[src/rtl/handshake_elastic_fifo.sv]
// Non-transparent elastic FIFO for a ready/valid channel.
// All handshake outputs come from registers, so the producer's ready path is cut.
module handshake_elastic_fifo #(
    parameter int DATA_WIDTH = 32,
    parameter int NUM_SLOTS  = 4
) (
    input  logic                  clk,
    input  logic                  rst,
    input  logic [DATA_WIDTH-1:0] ins,
    input  logic                  ins_valid,
    output logic                  ins_ready,
    output logic [DATA_WIDTH-1:0] outs,
    output logic                  outs_valid,
    input  logic                  outs_ready
);

    localparam int PTR_W = $clog2(NUM_SLOTS);
    localparam int CNT_W = $clog2(NUM_SLOTS + 1);
    localparam logic [PTR_W-1:0] LAST_SLOT = PTR_W'(NUM_SLOTS - 1);
    localparam logic [CNT_W-1:0] FULL_CNT  = CNT_W'(NUM_SLOTS);

    logic [DATA_WIDTH-1:0] slots [NUM_SLOTS];
    logic [PTR_W-1:0]      head;
    logic [PTR_W-1:0]      tail;
    logic [CNT_W-1:0]      count;
    logic                  empty;
    logic                  full;
    logic                  push;
    logic                  pop;

    // Pointers wrap at NUM_SLOTS, which need not be a power of two.
    function automatic logic [PTR_W-1:0] next_ptr(input logic [PTR_W-1:0] p);
        return (p == LAST_SLOT) ? '0 : p + 1'b1;
    endfunction

    assign empty      = (count == '0);
    assign full       = (count == FULL_CNT);
    assign ins_ready  = !full;
    assign outs_valid = !empty;
    assign outs       = slots[head];
    assign push       = ins_valid && ins_ready;
    assign pop        = outs_valid && outs_ready;

    always_ff @(posedge clk or negedge rst) begin
        if (!rst) begin
            for (int i = 0; i < NUM_SLOTS; i++) begin
                slots[i] <= '0;
            end
        end else if (push) begin
            slots[tail] <= ins;
        end
    end

    always_ff @(posedge clk or negedge rst) begin
        if (!rst) begin
            head  <= '0;
            tail  <= '0;
            count <= '0;
        end else begin
            if (push) begin
                tail <= next_ptr(tail);
            end
            if (pop) begin
                head <= next_ptr(head);
            end
            case ({push, pop})
                2'b10:   count <= count + 1'b1;
                2'b01:   count <= count - 1'b1;
                default: count <= count;
            endcase
        end
    end

endmodule

[config.mk]
export PLATFORM = sky130hd
export DESIGN_NAME = handshake_elastic_fifo
export DESIGN_NICKNAME = d
export VERILOG_FILES = /design/src/rtl/handshake_elastic_fifo.sv
export SDC_FILE = /design/constraint.sdc
export NUM_CORES = 1
export LEC_CHECK = 0
export CELL_PAD_IN_SITES_DETAIL_PLACEMENT = 0
export CELL_PAD_IN_SITES_GLOBAL_PLACEMENT = 1
export CORE_ASPECT_RATIO = 1.25
export CORE_MARGIN = 2
export CORE_UTILIZATION = 34
export DETAILED_ROUTE_END_ITERATION = 8
export DONT_BUFFER_PORTS = 1
export GPL_TIMING_DRIVEN = 0
export PLACE_DENSITY = 0.57
export SYNTH_ARGS = -nofsm -noshare
export SYNTH_HDL_FRONTEND = slang
export SYNTH_SLANG_ARGS = --single-unit
[constraint.sdc]
create_clock -name clk -period 2.7 [get_ports clk]
set_input_delay 0.81 -clock clk [delete_from_list [all_inputs] [get_ports clk]]
set_output_delay 0.81 -clock clk [all_outputs]
set_load 0.01 [all_outputs]
==> impl_metrics.ini, run 1 <==
[power]
power_mw = 10.6
max-vdd-ir-drop_mv = 0.444
p_per_area_nw_per_um2 = 1400
power_leakage_nw = 3.31

[place]
dp_hpwl_mm = 8.35
dp_cells = 588
portBuffers = 0
pre_cts_slack_ps = -107
gp_congestion = 0.693

[yosys]
syn_area_um2 = 6600
syn_avg_cell_area_um2 = 18.8
syn_nets = 395
yosysUniqueCellTypes = 19
synth_cells = 352
yosysWarnings = 0
ys_seq_elements = 135
synth-seq-area-share_pct = 51.2

[cts]
cts_tree = yes
postCtsSetupRepairBufs = 0
clockBufferDepth = 2
cts_root_buffer = clkbuf_16
clock-sinks = 135
clk_latency_ps = 410
path_clk_slew_ps = 60
htree_levels = 4
numCtsBuffers = 17

[setup_path]
cp.required_ps = 1890
path_max_fanout = 10
cp.buffers_inverters = 2
rrSetupSlack_ps = 520
crit_family = multiplexers
crit_arrival_ps = 1770
start_kind = register
crit_slowest_cell = mux4_2
crit_chain = buf_4 > buf_6 > mux4_2
critPathKind = register to primary output
cpPeakStageDelay_ps = 580
endpoint_kind = primary output

[job]
cap_violations = 0

[routing]
routed_wl_mm = 13.3
wl_per_cell_um = 21.5
drc = 0
firstDrtPassIters = 4
drtIter0Drc = 140
antenna_left = 0
vias = 3060
viasPerCell = 4.94

[sta]
fin_crit_ps = 2580
final.setup.tns_ps = 0
max_slew.worst_pin.slew_ps = 352
rsz0062_at_grt = false
setup_viol = 0
period_share_pct = 95.7
hold_violations = 0
slew_violations = 0
finalWorstSetupSlack_ps = 116
fmax_mhz = 387
fin_skew_ps = 10.2
worst_slew_margin_rel_pct = 76.5

[die]
core-area_um2 = 19300
die_w_um = 129
die_h_um = 160
ios = 70
start_util_pct = 34.3
die_area_um2 = 20500
std_cell_rows = 57

[final_layout]
antenna_cells = 0
drive_above_1_share_pct = 58.5
fin_nets = 413
multi_input_area_um2 = 2870
synthToLayoutAreaGrowth_pct = 14.7
layout.cells.most_common = dfrtp_1
ff_latch_area_um2 = 3380
final_cells = 619
final_cell_mix = 135 x dfrtp_1, 120 x mux2_4, 32 x mux4_2
n_fill_cell = 1734

[grt]
grt_max_degree = 136
overflow = 0
track_usage_pct = 13.9
grt_pass1_vias = 3439
grt_pass1_wl_mm = 21.4
antenna_found_initial = 0

[hold_path]
min_path_type = input port to async pin

[status]
status = finished clean
-- worst paths after layout --
check / startpoint / end / cells past startpoint
min reg2reg: count[2] / count[2] / 1
min: rst / slots[48] / 0
max: head[0] / outs[21] / 3
max reg2reg: count[1] / count[2] / 9
min in group clk: count[2] / count[2] / 1
max in group asynchronous: rst / slots[36] / 0
-- cells by family after synthesis --
family / Yosys count / synth area share (%)
xor gates and xnor gates: 3 / 0.398
adders and majority gates: 7 / 1.44
buffers and inverters: 31 / 5.35
DFF: 135 / 51.2
muxes: 165 / 40.4
and+or+nand+nor: 11 / 1.21
-- where the power goes --
| part | switching, mW | internal (mW) | total [mW] | leakage (nW) |
|---|---|---|---|---|
| combinational | 1.64 | 2.79 | 4.44 | 1.40 |
| sequential | 0.583 | 3.08 | 3.66 | 1.60 |
| clock | 0.894 | 1.62 | 2.52 | 0.314 |
-- what timing repair did --
item / in CTS / in global routing
hold endpoints to repair: 0 / 0
gates cloned: 0 / 0
pin swaps: 0 / 0
setup endpoints to repair: 32 / 27
gates resized for setup: 13 / 3
hold buffers: 0 / 0
-- Yosys cell counts (all sizes together) --
library cell  number  area (um^2)
and3               4         45.0
buf               20          312
clkbuf             5         18.8
dfrtp            135         3380
fa                 1         20.0
ha                 6         75.1
inv                6         22.5
mux2             132         1940
mux2i              1         10.0
mux4              32          721
nand2              2         7.51
nor2               3         11.3
or3                1         7.51
or3b               1         8.76
xnor2              1         8.76
xor2               2         17.5
-- layout make-up --
type | instances | area share, %
multi-input combinational | 186 | 37.9
inverter | 6 | 0.298
clock buffer | 21 | 6.21
sequential | 135 | 44.6
tap | 236 | 3.90
buffer | 24 | 4.83
clock inverter | 11 | 2.23
-- flip-flops by register name, summed over array words and instances (netlist names) --
register,flops
count,3
head,2
slots,128
tail,2
-- per-stage QoR --
| stage | hold WS [ps] | utilization, % | instance area, um^2 |
|---|---|---|---|
| 3_3_place_gp | 461 | 35.8 | 6900 |
| 3_5_place_dp | 473 | 35.8 | 6900 |
| 5_1_grt | 52.0 | 39.3 | 7570 |
| 6_report | 85.2 | 39.3 | 7570 |
| 2_1_floorplan | 446 | - | 6600 |
| 4_1_cts | 60.9 | 39.3 | 7560 |
-- metal layers --
| metal | vias to the layer above | global-route usage (%) | routed length [um] |
|---|---|---|---|
| met4 | 0 | 5.34 | 272 |
| met1 | 1658 | 19.0 | 6100 |
| met3 | 17 | 4.32 | 560 |
| met5 | - | 0 | 0 |
| met2 | 54 | 20.8 | 6360 |
| li1 | 1331 | - | - |
Power figures use the tool's default switching activity.
==> run 2: changes to the inputs <==
--- a/config.mk
+++ b/config.mk
@@ -5,6 +5,8 @@
 export SDC_FILE = /design/constraint.sdc
 export NUM_CORES = 1
 export LEC_CHECK = 0
+export ABC_AREA = 1
+export CAP_MARGIN = 10
 export CELL_PAD_IN_SITES_DETAIL_PLACEMENT = 0
 export CELL_PAD_IN_SITES_GLOBAL_PLACEMENT = 1
 export CORE_ASPECT_RATIO = 1.25
@@ -13,7 +15,7 @@
 export DETAILED_ROUTE_END_ITERATION = 8
 export DONT_BUFFER_PORTS = 1
 export GPL_TIMING_DRIVEN = 0
-export PLACE_DENSITY = 0.57
+export PLACE_DENSITY = 0.63
 export SYNTH_ARGS = -nofsm -noshare
 export SYNTH_HDL_FRONTEND = slang
 export SYNTH_SLANG_ARGS = --single-unit
==> run 2 against run 1 <==
Compared with the run above: wire length is 70% higher; combinational power is 1% lower; first-iteration DRC count grew to 3.0 times the previous value; die area is 4.4% higher; sequential share of layout area is 1.6 points lower; total power is 3.4% lower; final cell count is 89% higher; non-clock buffer count is 54 higher; clock-buffer cell count is 2 lower; largest power group unchanged; highest routed layer unchanged.
==> impl_metrics.ini, run 2 <==
[status]
status = finished clean

[setup_path]
crit_arrival_ps = 1790
cp.required_ps = 1890
crit_family = buffers and inverters
cpPeakStageDelay_ps = 370
cp.buffers_inverters = 2
crit_chain = buf_2 > clkbuf_2 > o211ai_1 > nand2_1
start_kind = register
critPathKind = register to primary output
endpoint_kind = primary output
crit_slowest_cell = dfrtp_1
path_max_fanout = 10

[final_layout]
largest_reg_flops = 128
final_area_um2 = 7850
final_util_pct = 39.2
antenna_cells = 0
multi_input_area_um2 = 2830
synthToLayoutAreaGrowth_pct = 13.9
final_cells = 1169
layout.cells.most_common = nand2_1
drive_above_1_share_pct = 10.7
n_fill_cell = 2185
reg_top3 = slots: 128 flops, count: 3 flops
top_register = slots
final_cell_mix = 334 x nand2_1, 134 x dfrtp_1, 129 x nand4_1
fin_nets = 929
ff_latch_area_um2 = 3380

[yosys]
synth_top_cell_area_share_pct = 49.0
yosysWarnings = 0
synth_area_leaders = dfrtp_1 49%, nand2_1 18%, nand4_1 12%
synth-seq-area-share_pct = 49.0
ys_dominant_reg_cell = dfrtp_1
synth_common_cells = 334 x nand2_1, 135 x dfrtp_1, 129 x nand4_1, 73 x inv_1, 41 x buf_2
syn_area_um2 = 6900
synth_edf_count = 0
syn_avg_cell_area_um2 = 7.95
ys_async_sr_fraction_pct = 100
synth_top_area_cell = dfrtp_1
ys_seq_elements = 135
yosysUniqueCellTypes = 21
syn_nets = 910
synth_cells = 867
yosysMostFrequentCell = nand2_1

[sta]
rsz0062_at_grt = false
final.setup.tns_ps = 0
max_slew.worst_pin.slew_ps = 678
fin_skew_ps = 6.84
fmax_mhz = 384
slew_violations = 0
setup_viol = 0
finalWorstSetupSlack_ps = 96.2
worst_slew_margin_rel_pct = 54.8
worst_hold_slack_ps = 73.9
fin_crit_ps = 2600
period_share_pct = 96.4
hold_violations = 0

[grt]
antenna_found_initial = 0
overflow = 0
grt_max_degree = 136
track_usage_pct = 21.9
grt_pass1_vias = 5936
grt_pass1_wl_mm = 35.4

[place]
portBuffers = 0
dp_cells = 1137
gp_congestion = 0.787
dp_hpwl_mm = 15.0
pre_cts_slack_ps = 217
dpl-instance-area_um2 = 7230

[die]
die_h_um = 163
die_area_um2 = 21400
core-area_um2 = 20000
std_cell_rows = 58
ios = 70
die_w_um = 131
start_util_pct = 34.4

[routing]
vias = 5988
viasPerCell = 5.12
antenna_left = 0
drc = 0
drtIter0Drc = 420
routed_wl_mm = 22.5
wl_per_cell_um = 19.3
firstDrtPassIters = 7

[power]
power_leakage_nw = 4.03
power_mw = 10.3
max-vdd-ir-drop_mv = 0.607
p_per_area_nw_per_um2 = 1310

[cts]
clock-sinks = 135
postCtsSetupRepairBufs = 0
cts_hold_buf = 0
clockBufferDepth = 2
cts_tree = yes
clk_latency_ps = 430
cts_root_buffer = clkbuf_16
numCtsBuffers = 17
htree_levels = 4
path_clk_slew_ps = 60

[job]
cap_violations = 0

[hold_path]
min_path_type = input port to async pin
-- run 2: worst register-to-register path, stage by stage (launching register included) --
cell and delay [ps]:
dfrtp_1 410, nor2_2 190, nand2_4 140, buf_6 190
nand2_1 150, ha_1 200, inv_1 70, fa_1 370
nand2_1 100, nand3_1 70, nand2_1 50, nand2_1 40
-- run 2: repair_timing --
item / 4_1_cts / 5_1_grt
setup endpoints to repair: 19 / 32
hold endpoints to repair: 0 / 0
gates resized for setup: 3 / 11
-- run 2: routing by layer --
metal	up-vias	part of all wire [%]	global-route usage, %
li1	2936	-	-
met1	2905	47	29.6
met2	120	47	35.5
met3	27	4.1	4.19
met4	0	1.9	7.26
met5	-	0	0
-- run 2: worst paths after layout --
path / slack [ps] / startpoint / end / cells past startpoint
setup / recovery: 100 / head[1] / outs[11] / 4
hold / removal: 70 / rst / slots[28] / 0
setup reg to reg: 610 / count[1] / count[2] / 11
hold reg to reg: 470 / slots[124] / slots[124] / 2
max in group asynchronous: 2360 / rst / head[0] / 0
min in group clk: 470 / slots[124] / slots[124] / 2
-- run 2: layout make-up --
type | count | area share [%]
Sequential cell | 135 | 43.0
Clock buffer | 19 | 5.64
Buffer | 78 | 5.59
Inverter | 73 | 3.49
Multi-Input combinational cell | 581 | 36.0
Clock inverter | 13 | 1.98
Tap cell | 270 | 4.30
-- run 2: logic make-up after synthesis --
| group | Yosys count | share of synthesized area [%] |
|---|---|---|
| simple gates | 474 | 31.1 |
| buf+inv | 151 | 10.1 |
| flops | 135 | 49.0 |
| compound gates | 99 | 8.35 |
| fa+ha+maj | 7 | 1.38 |
| xor+xnor | 1 | 0.127 |
-- run 2: report_power, final --
| part | internal (mW) | switching [mW] | total (mW) |
|---|---|---|---|
| clock network | 1.47 | 0.950 | 2.42 |
| logic | 1.35 | 3.04 | 4.39 |
| registers | 2.96 | 0.490 | 3.45 |
| total | 5.78 | 4.48 | 10.3 |
==> run 3: changes to the inputs <==
--- a/config.mk
+++ b/config.mk
@@ -10,7 +10,6 @@
 export CELL_PAD_IN_SITES_DETAIL_PLACEMENT = 0
 export CELL_PAD_IN_SITES_GLOBAL_PLACEMENT = 1
 export CORE_ASPECT_RATIO = 1.25
-export CORE_MARGIN = 2
 export CORE_UTILIZATION = 34
 export DETAILED_ROUTE_END_ITERATION = 8
 export DONT_BUFFER_PORTS = 1
==> run 3 against run 2 <==
Compared with the run above: flip-flop and latch count is the same; design area decreased by 0.19%; worst setup slack better by 13 ps; largest power group unchanged; register-to-register slack got worse by 40 ps; combinational power is essentially flat; non-clock buffer count unchanged; critical path depth shrank 1; largest cell class unchanged; final cell count down 0.51%; total power fell by 0.30%; clock power hardly changed.
==> impl_metrics.ini, run 3 (same netlist as run 2, synthesis figures left out) <==
[setup_path]
reg2reg_depth = 11
cpPeakStageDelay_ps = 480
crit_slowest_cell = clkbuf_1
critPathKind = register to primary output
path_max_fanout = 10
crit_arrival_ps = 1780
crit_chain = clkbuf_1 > o21ai_0 > nand2_1
start_kind = register
cp.required_ps = 1890
endpoint_kind = primary output

[power]
power_frac_comb_pct = 43.0
p_sw_mw = 4.43
p_int_mw = 5.80
p_clk_share_pct = 23.3
p_per_area_nw_per_um2 = 1300
max-vdd-ir-drop_mv = 0.481
switching_share_pct = 43.3
pwr-share-seq_pct = 33.7
power_leakage_nw = 4.03

[final_layout]
drive_above_1_share_pct = 10.1
reg_top3 = slots: 128 flops, count: 3 flops
layout.cells.most_common = nand2_1
antenna_cells = 0
top_register = slots
synthToLayoutAreaGrowth_pct = 13.7
largest_reg_flops = 128
final_cell_mix = 334 x nand2_1, 135 x dfrtp_1, 129 x nand4_1
fin_nets = 929

[cts]
clk_latency_ps = 430
cts_tree = yes
cts_root_buffer = clkbuf_16
path_clk_slew_ps = 60
clock-sinks = 135
numCtsBuffers = 17
htree_levels = 4
clockBufferDepth = 2
cts_hold_buf = 0

[routing]
vias = 5875
firstDrtPassIters = 5
wl_per_cell_um = 19.3
viasPerCell = 5.05
routed_wl_mm = 22.4
antenna_left = 0
drtIter0Drc = 453
drc = 0

[sta]
slew_violations = 0
worst_hold_slack_ps = 79.6
worst_slew_margin_rel_pct = 51.5
fmax_mhz = 386
hold_violations = 0
final.setup.tns_ps = 0
setup_viol = 0
fin_skew_ps = 7.75
finalWorstSetupSlack_ps = 109
period_share_pct = 96.0
fin_crit_ps = 2590
rsz0062_at_grt = false
max_slew.worst_pin.slew_ps = 727

[grt]
overflow = 0
track_usage_pct = 23.0
antenna_found_initial = 0
grt_max_degree = 136
grt_pass1_wl_mm = 35.5
grt_pass1_vias = 6010

[die]
die_area_um2 = 20900
core-area_um2 = 19700
start_util_pct = 35.0
die_h_um = 161
ios = 70
die_w_um = 129
std_cell_rows = 57

[hold_path]
min_path_type = input port to async pin

[place]
portBuffers = 0
dp_hpwl_mm = 14.8
gp_congestion = 0.738
pre_cts_slack_ps = 217

[status]
status = finished clean

[job]
cap_violations = 0
==> run 3: cell types whose count changed in the layout (fill, tap and decap cells not counted) <==
| cell | delta |
|---|---|
| clkbuf_1 | +3 |
| clkbuf_2 | -2 |
| clkbuf_4 | +1 |
| clkbuf_8 | +1 |
| clkinv_2 | -1 |
| clkinv_4 | -2 |
| clkinvlp_4 | -1 |
| dfrtp_1 | +1 |
| dfrtp_2 | -1 |
==> run 3: path summary, 6_finish.rpt <==
| kind | slack (ps) | startpoint | to |
|---|---|---|---|
| max | 110 | head[0] | outs[3] |
| min | 80 | rst | slots[27] |
| max reg2reg | 570 | count[0] | count[2] |
| min reg2reg | 470 | slots[108] | slots[108] |
| max in group asynchronous | 2410 | rst | slots[84] |
| min in group clk | 470 | slots[108] | slots[108] |
==> run 3: repair_timing <==
item | CTS | global route
setup buffers | 0 | 0
setup endpoints to repair | 19 | 14
gates resized for setup | 4 | 8
cloned | 0 | 0
==> run 3: critical path: cells and delay by family (launching register included) <==
kind | cells | cell delay (ps)
DFF | 1 | 460
AOI/OAI and AO/OA | 1 | 260
buffers and inverters | 1 | 480
and+or+nand+nor | 1 | 160
==> run 3: metal layers <==
layer	wire [um]	global-route usage, %	vias to the layer above
li1	-	-	2933
met1	10400	31.4	2802
met2	10700	36.7	114
met3	1000	4.90	26
met4	308	6.52	0
met5	0	0	-
==> run 3: area by class of cell <==
type | count | area, um^2
Tap cell | 265 | 332
Clock buffer | 22 | 464
Inverter | 73 | 274
Clock inverter | 9 | 125
Fill cell | 2126 | 11800
Multi-Input combinational cell | 581 | 2830
Sequential cell | 135 | 3380
Buffer | 78 | 440
==> run 3: power groups by stage <==
stage               clock (mW)  combinational (mW)  sequential, mW
floorplan                    0                3.20            3.35
global placement             0                4.38            3.45
detailed placement           0                4.42            3.47
CTS                       2.42                4.44            3.44
global route              2.49                5.02            3.56
finish                    2.39                4.39            3.45
==> run 3: through the flow <==
step | util (%) | instance area [um^2] | power, mW | std cells
3_5_place_dp | 36.7 | 7230 | 7.89 | 1132
3_3_place_gp | 36.7 | 7230 | 7.83 | 1132
4_1_cts | 39.7 | 7820 | 10.3 | 1163
5_1_grt | 39.8 | 7840 | 11.1 | 1163
6_report | 39.8 | 7840 | 10.2 | 1163
2_1_floorplan | - | 6900 | 6.55 | 867
